<file path="src/rtl/mult_arb_ctrl.sv">
// Two-requester arbiter sharing one 3x3 gate-level unsigned multiplier.
// Optional per-requester grant counters are enabled with `define MULT_ARB_CNT_EN.

module mult3x3_gate (
    input  logic [2:0] i_a,
    input  logic [2:0] i_b,
    output logic [5:0] o_p
);
    logic [2:0] w_pp0, w_pp1, w_pp2;
    logic       w_c10, w_s11, w_c11, w_s12, w_c12, w_c20, w_c21;

    assign w_pp0 = i_a & {3{i_b[0]}};
    assign w_pp1 = i_a & {3{i_b[1]}};
    assign w_pp2 = i_a & {3{i_b[2]}};

    // First ripple row: pp0 + (pp1 << 1)
    assign o_p[0] = w_pp0[0];
    assign o_p[1] = w_pp0[1] ^ w_pp1[0];
    assign w_c10  = w_pp0[1] & w_pp1[0];
    assign w_s11  = w_pp0[2] ^ w_pp1[1] ^ w_c10;
    assign w_c11  = (w_pp0[2] & w_pp1[1]) | (w_c10 & (w_pp0[2] ^ w_pp1[1]));
    assign w_s12  = w_pp1[2] ^ w_c11;
    assign w_c12  = w_pp1[2] & w_c11;

    // Second ripple row: row sum + (pp2 << 2)
    assign o_p[2] = w_s11 ^ w_pp2[0];
    assign w_c20  = w_s11 & w_pp2[0];
    assign o_p[3] = w_s12 ^ w_pp2[1] ^ w_c20;
    assign w_c21  = (w_s12 & w_pp2[1]) | (w_c20 & (w_s12 ^ w_pp2[1]));
    assign o_p[4] = w_c12 ^ w_pp2[2] ^ w_c21;
    assign o_p[5] = (w_c12 & w_pp2[2]) | (w_c21 & (w_c12 ^ w_pp2[2]));
endmodule

module mult_arb_ctrl (
    input  logic       clk,
    input  logic       rst_n,
    input  logic       req0_valid,
    input  logic [2:0] req0_a,
    input  logic [2:0] req0_b,
    output logic       req0_ready,
    input  logic       req1_valid,
    input  logic [2:0] req1_a,
    input  logic [2:0] req1_b,
    output logic       req1_ready,
    output logic       resp_valid,
    output logic       resp_id,
    output logic [5:0] resp_p,
    input  logic       resp_ready
`ifdef MULT_ARB_CNT_EN
    ,
    output logic [7:0] gnt_cnt0,
    output logic [7:0] gnt_cnt1
`endif
);
    typedef enum logic [1:0] {
        IDLE = 2'd0,
        CALC = 2'd1,
        RESP = 2'd2
    } state_t;

    state_t     r_state, w_state_nxt;
    logic       r_ptr;
    logic       r_id;
    logic [2:0] r_a, r_b;
    logic [5:0] r_p;
    logic       w_gnt0, w_gnt1;
    logic [5:0] w_prod;

    mult3x3_gate u_mult (
        .i_a (r_a),
        .i_b (r_b),
        .o_p (w_prod)
    );

    // r_ptr == 0 favours requester 0 on contention; a lone request always wins
    always_comb begin
        w_gnt0      = 1'b0;
        w_gnt1      = 1'b0;
        w_state_nxt = r_state;
        case (r_state)
            IDLE: begin
                if (req0_valid && (!req1_valid || !r_ptr)) begin
                    w_gnt0      = 1'b1;
                    w_state_nxt = CALC;
                end else if (req1_valid) begin
                    w_gnt1      = 1'b1;
                    w_state_nxt = CALC;
                end
            end
            CALC:    w_state_nxt = RESP;
            RESP:    if (resp_ready) w_state_nxt = IDLE;
            default: w_state_nxt = IDLE;
        endcase
    end

    // Readies are gated by rst_n so they drop the instant reset asserts
    assign req0_ready = w_gnt0 & rst_n;
    assign req1_ready = w_gnt1 & rst_n;
    assign resp_valid = (r_state == RESP);
    assign resp_id    = r_id;
    assign resp_p     = r_p;

    always_ff @(posedge clk or negedge rst_n) begin
        if (!rst_n) begin
            r_state <= IDLE;
            r_ptr   <= 1'b0;
            r_id    <= 1'b0;
            r_a     <= '0;
            r_b     <= '0;
            r_p     <= '0;
        end else begin
            r_state <= w_state_nxt;
            if (w_gnt0 || w_gnt1) begin
                r_ptr <= w_gnt0;
                r_id  <= w_gnt1;
                r_a   <= w_gnt1 ? req1_a : req0_a;
                r_b   <= w_gnt1 ? req1_b : req0_b;
            end
            if (r_state == CALC) begin
                r_p <= w_prod;
            end
        end
    end

`ifdef MULT_ARB_CNT_EN
    logic [7:0] r_cnt0, r_cnt1;

    always_ff @(posedge clk or negedge rst_n) begin
        if (!rst_n) begin
            r_cnt0 <= '0;
            r_cnt1 <= '0;
        end else begin
            if (w_gnt0 && (r_cnt0 != 8'hFF)) r_cnt0 <= r_cnt0 + 8'd1;
            if (w_gnt1 && (r_cnt1 != 8'hFF)) r_cnt1 <= r_cnt1 + 8'd1;
        end
    end

    assign gnt_cnt0 = r_cnt0;
    assign gnt_cnt1 = r_cnt1;
`endif
endmodule

</file>
<file path="config.mk">
export PLATFORM = sky130hd
export DESIGN_NAME = mult_arb_ctrl
export DESIGN_NICKNAME = d
export VERILOG_FILES = /design/src/rtl/mult_arb_ctrl.sv
export SDC_FILE = /design/constraint.sdc
export NUM_CORES = 1
export LEC_CHECK = 0
export CAP_MARGIN = 0
export CORE_MARGIN = 3
export CORE_UTILIZATION = 46
export CTS_BUF_LIST = sky130_fd_sc_hd__clkbuf_8 sky130_fd_sc_hd__clkbuf_16
export DETAILED_ROUTE_END_ITERATION = 7
export PLACE_DENSITY = 0.77
export SLEW_MARGIN = 10
export SYNTH_ARGS = -nofsm -noshare
export SYNTH_HDL_FRONTEND = slang
export SYNTH_SLANG_ARGS = --single-unit
</file>
<file path="constraint.sdc">
create_clock -name clk -period 3 [get_ports clk]
set_input_delay 0.6 -clock clk [delete_from_list [all_inputs] [get_ports clk]]
set_output_delay 0.6 -clock clk [all_outputs]
set_load 0.01 [all_outputs]
</file>
---- After elaboration in Yosys (flattened, before gate mapping) ----
Index checks and enable logic that the tools add are counted.
cells by class
  equal/unequal tests ..................... 4
  muxes and demuxes ....................... 11
  bitwise gates (word level) .............. 26
  reduce and logical (&&, ||, !) cells .... 7
operators by type and width
  cell                                                  count
  AND 1 bit                                             11
  AND 3 bit                                             3
  XOR 1 bit                                             9
  two-way mux 2 bit                                     3
  two-way mux 3 bit                                     2
  case mux 2 bit (3 select lines)                       1
  two-way mux 1 bit                                     5
  != test 3 bit (second input constant)                 1
  bitwise OR 1 bit                                      3
  equality test 2 x 1 -> 1 bit (second input constant)  1
  equality test 2 bit (second input constant)           1
  zero test 1 bit                                       2
  zero test 2 bit                                       1
  logical OR 1 bit                                      2
  != test 2 x 1 -> 1 bit (second input constant)        1
  AND reduction 2 bit                                   1
  logical AND 1 bit                                     1
word-level totals
  bits in registers ....................... 16
  input bits .............................. 17
  output and inout port bits .............. 10

---- Logic depth before layout (Yosys ltp) ----
  word-level depth ........................ 10
  mapped depth ............................ 10

---- Hierarchy ----
From an unflattened synthesis, not the netlist that was laid out.
second synthesis, totals
  cells, all modules ...................... 91
  area total of the unflattened synthesis .. 964.7 um^2
modules (own cells, without submodules)
  module         times used  cells an instance  area an instance (um^2)
  mult_arb_ctrl  1           67                 787.0
  mult3x3_gate   1           24                 177.7

---- Worst setup path before layout ----
No wires, ideal clock.
  kind .................................... flip-flop to flip-flop
  start ................................... register r_a[1]
  end ..................................... register r_p[4], in the netlist resp_p[4]
  arrival ................................. 2.293 ns
  required time ........................... 2.874 ns
  path slack .............................. 0.581 ns
  cell stages (with the launch flop) ...... 11
  buffers on the path ..................... 0
  period minus slack after synthesis ...... 2.419 ns
  cells stage by stage .................... dfrtp_1 and2_1 ha_1 inv_1 fa_1 inv_1 ha_1 inv_1 fa_1 fa_1 o21ai_0
on the way
  word-level cells in the longest chain between the ends .. 9
  elaborated cells between the ends (all ways) .. 18
  those cells by class .................... bitwise (18)
RTL lines
  element                                        RTL line    text
  from (decl)                                    64          logic [2:0] r_a, r_b;
  from (signal assigned)                         116         r_a <= w_gnt1 ? req1_a : req0_a;
  AND 3 bit, on equally long branches            12, 13
  AND 1 bit / XOR 1 bit (equally long branches)  19, 20, 21
  AND 1 bit                                      21          assign w_c11 = (w_pp0[2] & w_pp1[1]) | (w_c10 & (w_pp0[2] ^ w_pp1[1]));
  bitwise OR 1 bit                               21
  XOR 1 bit                                      22          assign w_s12 = w_pp1[2] ^ w_c11;
  XOR 1 bit                                      29          assign w_c21 = (w_s12 & w_pp2[1]) | (w_c20 & (w_s12 ^ w_pp2[1]));
  AND 1 bit                                      29
  bitwise OR 1 bit                               29
  XOR 1 bit *                                    30          assign o_p[4] = w_c12 ^ w_pp2[2] ^ w_c21;
  to (signal assigned)                           120         r_p <= w_prod;
  to (decl)                                      65          logic [5:0] r_p;
Mark *: on every way between the ends. The rest lies on a longest branch, timed or not.
A chain may end at the register's enable or synchronous reset.

---- Final worst setup path ----
  start ................................... input req0_valid
  end ..................................... output req1_ready
on the way
  word-level cells in the longest chain between the ends .. 4
RTL lines
  element            RTL line  text
  from (decl)        37        input logic req0_valid,
  logical AND 1 bit  82        if (req0_valid && (!req1_valid || !r_ptr)) begin
  two-way mux 1 bit  82
  two-way mux 1 bit  80        case (r_state)
  AND 1 bit          98        assign req1_ready = w_gnt1 & rst_n;
  to (decl)          44        output logic req1_ready,
No other way between the ends.

==> results_dict.tcl <==
set metrics [dict create \
    outcome "finished clean" \
    seq_power_share 0.337 \
    syn_area_per_cell_sq_um 10.2 \
    hpwl_um 1620 \
    end_kind "primary output" \
    hold_violations 0 \
    synth_nets 115 \
    drt_drc_violations_left 0 \
    slew_headroom 0.689 \
    cap_violations 0 \
    p_per_area_mw_per_mm2 906 \
    clock.fmax_mhz 353 \
    areaGrowthSynthToFinish_pct 37.2 \
    cts_tree "built" \
    syn_area_sq_um 941 \
    layout_common_cells "26 x clkdlybuf4s50_1, 16 x dfrtp_1, 14 x inv_1" \
    core_area_sq_mm 0.00182 \
    setup_tns_ns 0 \
    wirelength_um 1970 \
    fin_worst_skew_ns 0.00336 \
    cp.required_ns 2.40 \
    path_max_fanout 8 \
    io_pins 27 \
    die_area_sq_mm 0.00262 \
    post_cts_buffers 0 \
    synth_top_area_frac 0.426 \
    p_leak_nw 0.566 \
    die_y_um 51.2 \
    synth_area_leaders "dfrtp_1 43%, o311ai_2 10%, fa_1 6.4%" \
    post_cts_resized 0 \
    ant_nets 0 \
    port-buffer-count 26 \
    rsz0062_at_grt "no" \
    cts.sinks 16 \
    synth_warnings 0 \
    grt_pass1_vias 822 \
    cts_hold_buf 0 \
    numCtsBuffers 3 \
    final_layout_size_suffix_gt1_frac 0.148 \
    fp.dieW_um 51.2 \
    synth_cell_types 24 \
    drv_slew 0 \
    ys_seq_area_frac 0.426 \
    layout_commonest_cell "clkdlybuf4s50_1" \
    cp.arrival_ns 2.23 \
    peakVddDrop_mv 0.737 \
    hp-class "flip-flop to flip-flop" \
    wl_per_cell_um 13.4 \
    ys_ff_latch 16 \
    fin_crit_ns 2.83 \
    antennaDiodeCount 0 \
    overflow 0 \
    path_clk_slew_ns 0.06 \
    clk_latency_ns 0.25 \
    grt_max_degree 12 \
    rows 15 \
    cts-root-buf "clkbuf_8" \
    place.gp.congestion 0.797 \
    synthCells 92 \
    vias_per_cell 5.28 \
    setup_viol 0 \
    internal_power_mw 0.729 \
    firstDrtPassIters 4 \
    grt_antenna_before_repair 0 \
    drt_iter0_drc 11 \
    grt_pass1_wl_um 3470 \
    clock_path_buffers 2 \
    period_share 0.945 \
    start_kind "input pin" \
    htree_levels 1 \
    switchingPower_mw 0.442 \
    tightest_slew_ns 0.466 \
    power_switching_share 0.377 \
    initial_core_util 0.517 \
    grt_usage 0.184 \
    fillers 154 \
    nets 146 \
    pwr-share-clk 0.162 \
    critPathKind "input pin to primary output" \
    yosysTopAreaCell "dfrtp_1" \
    final_core_util 0.709 \
    vias 776 \
    p_comb_frac 0.501 \
]
## kinds of logic after synthesis
kind of cell,count (synthesis),synth area share
compound gates,21,0.191
fa+ha+maj,6,0.104
buf+inv,18,0.0838
flops,16,0.426
mux,2,0.0239
simple gates,29,0.172
## critical path, cell delays in order
cell,delay (ns)
clkdlybuf4s50_1,0.50
nand2b_2,0.17
and3_4,0.28
and2_1,0.15
clkdlybuf4s50_1,0.53
## registers in the layout, indices dropped and copies added (netlist names)
name	cells
r_a	3
r_b	3
r_ptr	1
r_state	2
resp_id	1
resp_p	6
## metal layers
layer	GRT usage	wire length [um]
met5	0	0
met4	0.135	97
met3	0.0262	82
met2	0.330	1000
met1	0.193	785
## cell usage after synthesis (all sizes together)
library cell  count
o21ai            12
nand2b            3
dfrtp            16
nor2              2
and4              1
inv              14
nand2            10
and3              1
mux2              2
a21o              1
o311ai            6
or2               1
and2              5
fa                3
ha                3
nand4             6
buf               4
a31oi             1
a21oi             1
## final timing paths
| kind | start | to | slack [ns] | cells past startpoint |
|---|---|---|---|---|
| max | req0_valid | req1_ready | 0.17 | 5 |
| min | resp_p[0]$_DFFE_PN0N_ | resp_p[0]$_DFFE_PN0N_ | 0.48 | 2 |
| max reg2reg | r_a[1]$_DFFE_PN0P_ | resp_p[4]$_DFFE_PN0N_ | 0.46 | 10 |
| min reg2reg | resp_p[0]$_DFFE_PN0N_ | resp_p[0]$_DFFE_PN0N_ | 0.48 | 2 |
| max in group asynchronous | rst_n | resp_p[5]$_DFFE_PN0N_ | 2.07 | 2 |
| min in group asynchronous | rst_n | resp_p[4]$_DFFE_PN0N_ | 0.79 | 2 |
## cell type report
cell class | instances | area, sq um | share of cell area
inverter | 14 | 52.6 | 0.0407
sequential | 16 | 400 | 0.310
multi-input combinational | 58 | 462 | 0.358
tap | 25 | 31.3 | 0.0242
clock buffer | 4 | 55.1 | 0.0426
timing repair buffer | 30 | 290 | 0.225
## power by group through the flow
stage	combinational [mW]	sequential (mW)	clock, mW
after floorplan	0.385	0.393	0
after global placement	0.570	0.389	0
after detailed placement	0.598	0.393	0
after CTS	0.599	0.392	0.194
after global routing	0.665	0.412	0.206
final	0.586	0.394	0.190
## stage by stage
stage	hold slack [ns]	std cells	worst slack (ns)	power (mW)	instance area [sq um]
CTS	0.485	147	0.169	1.19	1290
finish	0.476	147	0.166	1.17	1290
global route	0.517	147	0.115	1.28	1290
global placement	0.462	143	0.213	0.960	1240
floorplan	0.304	92	0.581	0.778	941
detailed placement	0.472	143	0.179	0.991	1240
Power figures use the tool's default switching activity.
